## config.mk

```make
export PLATFORM = sky130hd
export DESIGN_NAME = traffic_fsm_multi
export DESIGN_NICKNAME = d
export VERILOG_FILES = /design/src/rtl/traffic_fsm_multi.sv
export SDC_FILE = /design/constraint.sdc
export NUM_CORES = 1
export LEC_CHECK = 0
export CAP_MARGIN = 0
export CORE_MARGIN = 5
export CORE_UTILIZATION = 48
export DETAILED_ROUTE_END_ITERATION = 6
export PLACE_DENSITY_LB_ADDON = 0.08
export SYNTH_ARGS = -nofsm -noshare
export SYNTH_HDL_FRONTEND = slang
export SYNTH_SLANG_ARGS = --single-unit
```

## constraint.sdc

```tcl
create_clock -name clk -period 2.2 [get_ports clk]
set_input_delay 0.44 -clock clk [delete_from_list [all_inputs] [get_ports clk]]
set_output_delay 0.44 -clock clk [all_outputs]
set_load 0.1 [all_outputs]
```

## src/rtl/traffic_fsm_multi.sv

```systemverilog
// rtl/traffic_fsm_multi.sv - main/side-road traffic light FSM with round-robin side selection
// Optional: define ALL_RED_EN to insert an all-red clearance interval after every yellow and walk.
module traffic_fsm_multi #(
  parameter int NUM_PHASES  = 2,
  parameter int ADDR_W      = 3,
  parameter int BASE_ADD    = 0,
  parameter int EXT_ADD     = 1,
  parameter int YEL_ADD     = 2,
  parameter int WALK_ADD    = 3,
  parameter int ALL_RED_ADD = 4
) (
  input  logic                  clk,
  input  logic                  sys_reset,
  input  logic                  prg_sync_in,
  input  logic                  expired,
  input  logic [NUM_PHASES-1:0] sensor_sync_in,
  input  logic                  walkRegister_status,
  output logic                  start_timer,
  output logic [ADDR_W-1:0]     interval_address,
  output logic                  walkRegister_reset,
  output logic [3*NUM_PHASES:0] light_signals
);
  localparam int PW = $clog2(NUM_PHASES);
  localparam int LW = 3 * NUM_PHASES + 1;
  localparam logic [ADDR_W-1:0] A_BASE   = ADDR_W'(BASE_ADD);
  localparam logic [ADDR_W-1:0] A_EXT    = ADDR_W'(EXT_ADD);
  localparam logic [ADDR_W-1:0] A_YEL    = ADDR_W'(YEL_ADD);
  localparam logic [ADDR_W-1:0] A_WALK   = ADDR_W'(WALK_ADD);
  localparam logic [ADDR_W-1:0] A_ALLRED = ADDR_W'(ALL_RED_ADD);
  localparam logic [PW-1:0]     MAIN      = '0;
  localparam logic [PW-1:0]     LAST_SIDE = PW'(NUM_PHASES - 1);

  typedef enum logic [2:0] {GREEN_START, GREEN_EXT, YELLOW, WALK, ALL_RED} state_t;

  state_t            state, n_state, x_state;
  logic [PW-1:0]     cur_phase, n_phase, x_phase;
  logic [PW-1:0]     last_side, n_last, next_side, cand;
  logic [ADDR_W-1:0] n_addr, x_addr;
  logic              n_wrst, load, found, x_take;
`ifdef ALL_RED_EN
  logic              from_walk, n_from_walk;
`else
  logic              unused_all_red_addr;
  assign unused_all_red_addr = ^A_ALLRED;
`endif

  function automatic logic [PW-1:0] side_after(input logic [PW-1:0] s);
    return (s >= LAST_SIDE) ? PW'(1) : s + PW'(1);
  endfunction

  function automatic logic [LW-1:0] lights_for(input state_t s, input logic [PW-1:0] ph);
    logic [LW-1:0] l;
    l = '0;
    for (int p = 0; p < NUM_PHASES; p++) begin
      if ((s == GREEN_START || s == GREEN_EXT) && ph == PW'(p)) l[3*(NUM_PHASES-p)-2] = 1'b1;
      else if (s == YELLOW && ph == PW'(p))                     l[3*(NUM_PHASES-p)-1] = 1'b1;
      else                                                      l[3*(NUM_PHASES-p)]   = 1'b1;
    end
    l[0] = (s == WALK);
    return l;
  endfunction

  // First demanding side road after last_side; plain rotation when nobody is waiting.
  always_comb begin
    next_side = side_after(last_side);
    found     = 1'b0;
    cand      = last_side;
    for (int i = 1; i < NUM_PHASES; i++) begin
      cand = side_after(cand);
      if (!found && sensor_sync_in[cand]) begin
        next_side = cand;
        found     = 1'b1;
      end
    end
  end

  // Where the sequence goes once a yellow (and any clearance) is over.
  always_comb begin
    x_state = GREEN_START;
    x_phase = next_side;
    x_addr  = A_BASE;
    x_take  = 1'b1;
    if (cur_phase != MAIN) begin
      x_phase = MAIN;
      x_take  = 1'b0;
    end else if (walkRegister_status) begin
      x_state = WALK;
      x_phase = MAIN;
      x_addr  = A_WALK;
      x_take  = 1'b0;
    end
  end

  always_comb begin
    n_state = state;
    n_phase = cur_phase;
    n_last  = last_side;
    n_addr  = interval_address;
    n_wrst  = 1'b0;
    load    = prg_sync_in || (expired && !start_timer);
`ifdef ALL_RED_EN
    n_from_walk = from_walk;
`endif
    if (prg_sync_in) begin
      n_state = GREEN_START;
      n_phase = MAIN;
      n_last  = LAST_SIDE;
      n_addr  = A_BASE;
`ifdef ALL_RED_EN
      n_from_walk = 1'b0;
`endif
    end else begin
      case (state)
        GREEN_START: begin
          if (cur_phase == MAIN || sensor_sync_in[cur_phase]) begin
            n_state = GREEN_EXT;
            n_addr  = sensor_sync_in[cur_phase] ? A_EXT : A_BASE;
          end else begin
            n_state = YELLOW;
            n_addr  = A_YEL;
          end
        end
        GREEN_EXT: begin
          n_state = YELLOW;
          n_addr  = A_YEL;
        end
        YELLOW: begin
`ifdef ALL_RED_EN
          n_state     = ALL_RED;
          n_addr      = A_ALLRED;
          n_from_walk = 1'b0;
`else
          n_state = x_state;
          n_phase = x_phase;
          n_addr  = x_addr;
          if (x_take) n_last = next_side;
`endif
        end
        WALK: begin
          n_wrst = 1'b1;
`ifdef ALL_RED_EN
          n_state     = ALL_RED;
          n_addr      = A_ALLRED;
          n_from_walk = 1'b1;
`else
          n_state = GREEN_START;
          n_phase = next_side;
          n_last  = next_side;
          n_addr  = A_BASE;
`endif
        end
        default: begin
`ifdef ALL_RED_EN
          if (from_walk) begin
            n_state = GREEN_START;
            n_phase = next_side;
            n_last  = next_side;
            n_addr  = A_BASE;
          end else begin
            n_state = x_state;
            n_phase = x_phase;
            n_addr  = x_addr;
            if (x_take) n_last = next_side;
          end
`else
          n_state = x_state;
          n_phase = x_phase;
          n_addr  = x_addr;
          if (x_take) n_last = next_side;
`endif
        end
      endcase
    end
  end

  always_ff @(posedge clk or posedge sys_reset) begin
    if (sys_reset) begin
      state              <= GREEN_START;
      cur_phase          <= MAIN;
      last_side          <= LAST_SIDE;
      interval_address   <= A_BASE;
      start_timer        <= 1'b1;
      walkRegister_reset <= 1'b0;
      light_signals      <= lights_for(GREEN_START, MAIN);
`ifdef ALL_RED_EN
      from_walk          <= 1'b0;
`endif
    end else if (load) begin
      state              <= n_state;
      cur_phase          <= n_phase;
      last_side          <= n_last;
      interval_address   <= n_addr;
      start_timer        <= 1'b1;
      walkRegister_reset <= n_wrst;
      light_signals      <= lights_for(n_state, n_phase);
`ifdef ALL_RED_EN
      from_walk          <= n_from_walk;
`endif
    end else begin
      start_timer        <= 1'b0;
      walkRegister_reset <= 1'b0;
    end
  end
endmodule

```

==> flow_summary.ini <==
[detailed_routing]
remaining_drc_errors = 0
dr.first_iter.drc_count = 8
vias = 542
antenna_left = 0
via_per_inst = 5.42
first_pass_iters = 4
drt-total-wl_um = 1440
avgRoutedWirePerCell_um = 14.4

[placed_design]
dp_slack_ns = 0.446
portBuffers = 17
placed_cells = 96
post-dp-hpwl_um = 1080
gp_congestion = 0.797

[power]
p_per_area_mw_per_mm2 = 667
ir_drop_uv = 370
leakagePower_nw = 0.385

[grt]
grt_antenna_before_repair = 0
grt_use_total = 0.146
grt_pass1_wl_um = 2250
grt_pass1_vias = 518
grt_max_degree = 14
overflow = 0

[synth]
ys_warn_count = 0
synth_area_um2 = 678
synth.distinct_cells = 29
synth.net_count = 74
ys_seq_area_frac = 0.485
synthCells = 67
synth-seq-cells = 13
syn_avg_cell_area_um2 = 10.1

[clocking]
ctsResizeCount = 0
insertion_delay_ns = 0.28
cts_tree = yes
cts_buffers = 3
ctsRootBufferMaster = clkbuf_4
path_clk_slew_ns = 0.08
htree_num_levels = 1
cts_buffer_depth = 2
ctsHoldBuffers = 0
post-cts-setup-buffers = 0
cts_sinks = 13

[floorplanning]
die_w_um = 47.6
rows = 13
io_pins = 19
fp.dieArea_mm2 = 0.00226
die_y_um = 47.6
core_area_mm2 = 0.00132
start_util = 0.515

[sta]
finalSetupViolations = 0
fin_ws_ns = 0.630
final_max_slew_viol_count = 0
slew_headroom = 0.667
min_period_ns = 1.57
finalHoldViolCount = 0
fmax_mhz = 637
clock_skew_ns = 0.00638
rsz0062_at_grt = no
tns_ns = 0
fin_crit_sh = 0.714
worst_slew_pin_slew_ns = 0.499

[final_layout]
drive_above_1_share = 0.259
finalNetCount = 93
num_antenna_cells = 0
syn_to_final_growth_pct = 24.7
final_cells = 100

[critical_path]
cp.required_ns = 1.76
slowest_stage = dfrtp_1
arrival_ns = 1.13
cpPeakStageDelay_ns = 0.50
critPathMaxFanout = 10
r2r_slack_ns = 0.89
worstSetupPathType = flip-flop to primary output
crit_family = flip-flops
end_kind = primary output
critical_path.cell_chain = buf_4
path_buf_inv = 1
cp-start-kind = flip-flop

[status]
status = complete, no violations

[worst_hold_path]
hp-class = primary input to async pin

[job]
max_cap_violations = 0
==> layer usage <==
layer / up-vias / GRT usage / wire length, µm
met1: 252 / 0.183 / 668
met5: - / 0 / 0
met2: 16 / 0.225 / 645
met3: 4 / 0.0376 / 100
li1: 270 / - / -
met4: 0 / 0.0860 / 23
==> cell usage after synthesis <==
master    number  area share
nor2_1         3       0.017
nand2_1        6       0.033
conb_1         1      0.0055
o41ai_2        1       0.024
o31a_1         1       0.013
dfstp_2        3        0.12
nand3b_1       3       0.033
o31ai_1        3       0.033
a21o_2         1       0.013
buf_4          2       0.022
inv_1          3       0.017
a211oi_1       1       0.011
and4bb_4       1       0.024
nor4_1         1      0.0092
dfrtp_1       10        0.37
nand2b_1       6       0.055
o21a_1         1       0.011
a21oi_1        7       0.052
nand3_1        1      0.0074
o21ba_1        2       0.030
and2b_1        1       0.011
clkbuf_1       1      0.0055
o211ai_1       1       0.011
nor2b_1        1      0.0092
buf_6          1       0.017
and3b_1        1       0.013
or3_1          2       0.018
buf_2          1      0.0074
a211o_1        1       0.013
==> worst register-to-register path: cells and delay by family, from the launching register on <==
family | cells | cell delay (ns)
AO/OA/AOI/OAI | 3 | 0.72
flip-flops | 1 | 0.48
==> kinds of logic (layout without fill, tap and decap cells) <==
kind of cell           Yosys count  after routing  share of synthesized area
AOI/OAI and AO/OA               19             19                      0.210
buffers and inverters            8             26                     0.0682
other                            1              1                    0.00553
DFF                             13             13                      0.485
and+or+nand+nor                 26             26                      0.231
==> area by class of cell <==
| class | instances | area, µm² |
|---|---|---|
| Fill cell | 113 | 472 |
| Sequential cell | 13 | 329 |
| Multi-Input combinational cell | 46 | 303 |
| Timing Repair Buffer | 19 | 158 |
| Clock buffer | 4 | 26.3 |
| Tap cell | 15 | 18.8 |
| Inverter | 3 | 11.3 |
==> through the flow <==
stage / utilization / power (mW) / instance area, µm² / hold slack (ns)
6_report: 0.642 / 0.564 / 846 / 0.475
5_1_grt: 0.642 / 0.590 / 846 / 0.509
4_1_cts: 0.642 / 0.568 / 846 / 0.496
3_5_place_dp: 0.622 / 0.421 / 820 / 0.502
3_3_place_gp: 0.622 / 0.419 / 820 / 0.482
2_1_floorplan: - / 0.387 / 678 / 0.315
==> sequential cells by signal (all words and copies together), names as in the netlist <==
signal	cells
cur_phase	1
interval_address	1
light_signals	7
start_timer	1
state	2
walkRegister_reset	1
==> cell usage in the layout (no fill, tap or decap), types with 2 or more instances in the layout <==
| cell type | Yosys | layout |
|---|---|---|
| nand3b_1 | 3 | 3 |
| dfrtp_1 | 10 | 10 |
| nand2_1 | 6 | 6 |
| inv_1 | 3 | 3 |
| or3_1 | 2 | 2 |
| o31ai_1 | 3 | 3 |
| clkbuf_4 | 0 | 3 |
| buf_4 | 2 | 13 |
| nor2_1 | 3 | 3 |
| dfstp_2 | 3 | 3 |
| a21oi_1 | 7 | 7 |
| o21ba_1 | 2 | 2 |
| clkdlybuf4s50_1 | 0 | 6 |
| nand2b_1 | 6 | 6 |
==> report_power, final <==
part           switching (mW)  total, mW  leakage (nW)  internal [mW]
clock network          0.0778      0.148        0.0150         0.0704
registers              0.0115      0.264         0.169          0.252
logic                   0.108      0.152         0.200         0.0445
total                   0.197      0.564         0.385          0.367
==> final timing paths <==
path,start,to,cells after the start
hold / removal,sys_reset,walkRegister_reset$_DFF_PP0_,2
setup / recovery,state[1]$_DFFE_PP0P_,interval_address[1],1
setup reg to reg,cur_phase$_DFFE_PP0P_,cur_phase$_DFFE_PP0P_,3
hold reg to reg,light_signals[3]$_DFFE_PP1P_,light_signals[3]$_DFFE_PP1P_,2
max in group asynchronous,sys_reset,light_signals[3]$_DFFE_PP1P_,2
min in group clk,light_signals[3]$_DFFE_PP1P_,light_signals[3]$_DFFE_PP1P_,2
No activity file was read; power rests on OpenSTA's default activity.
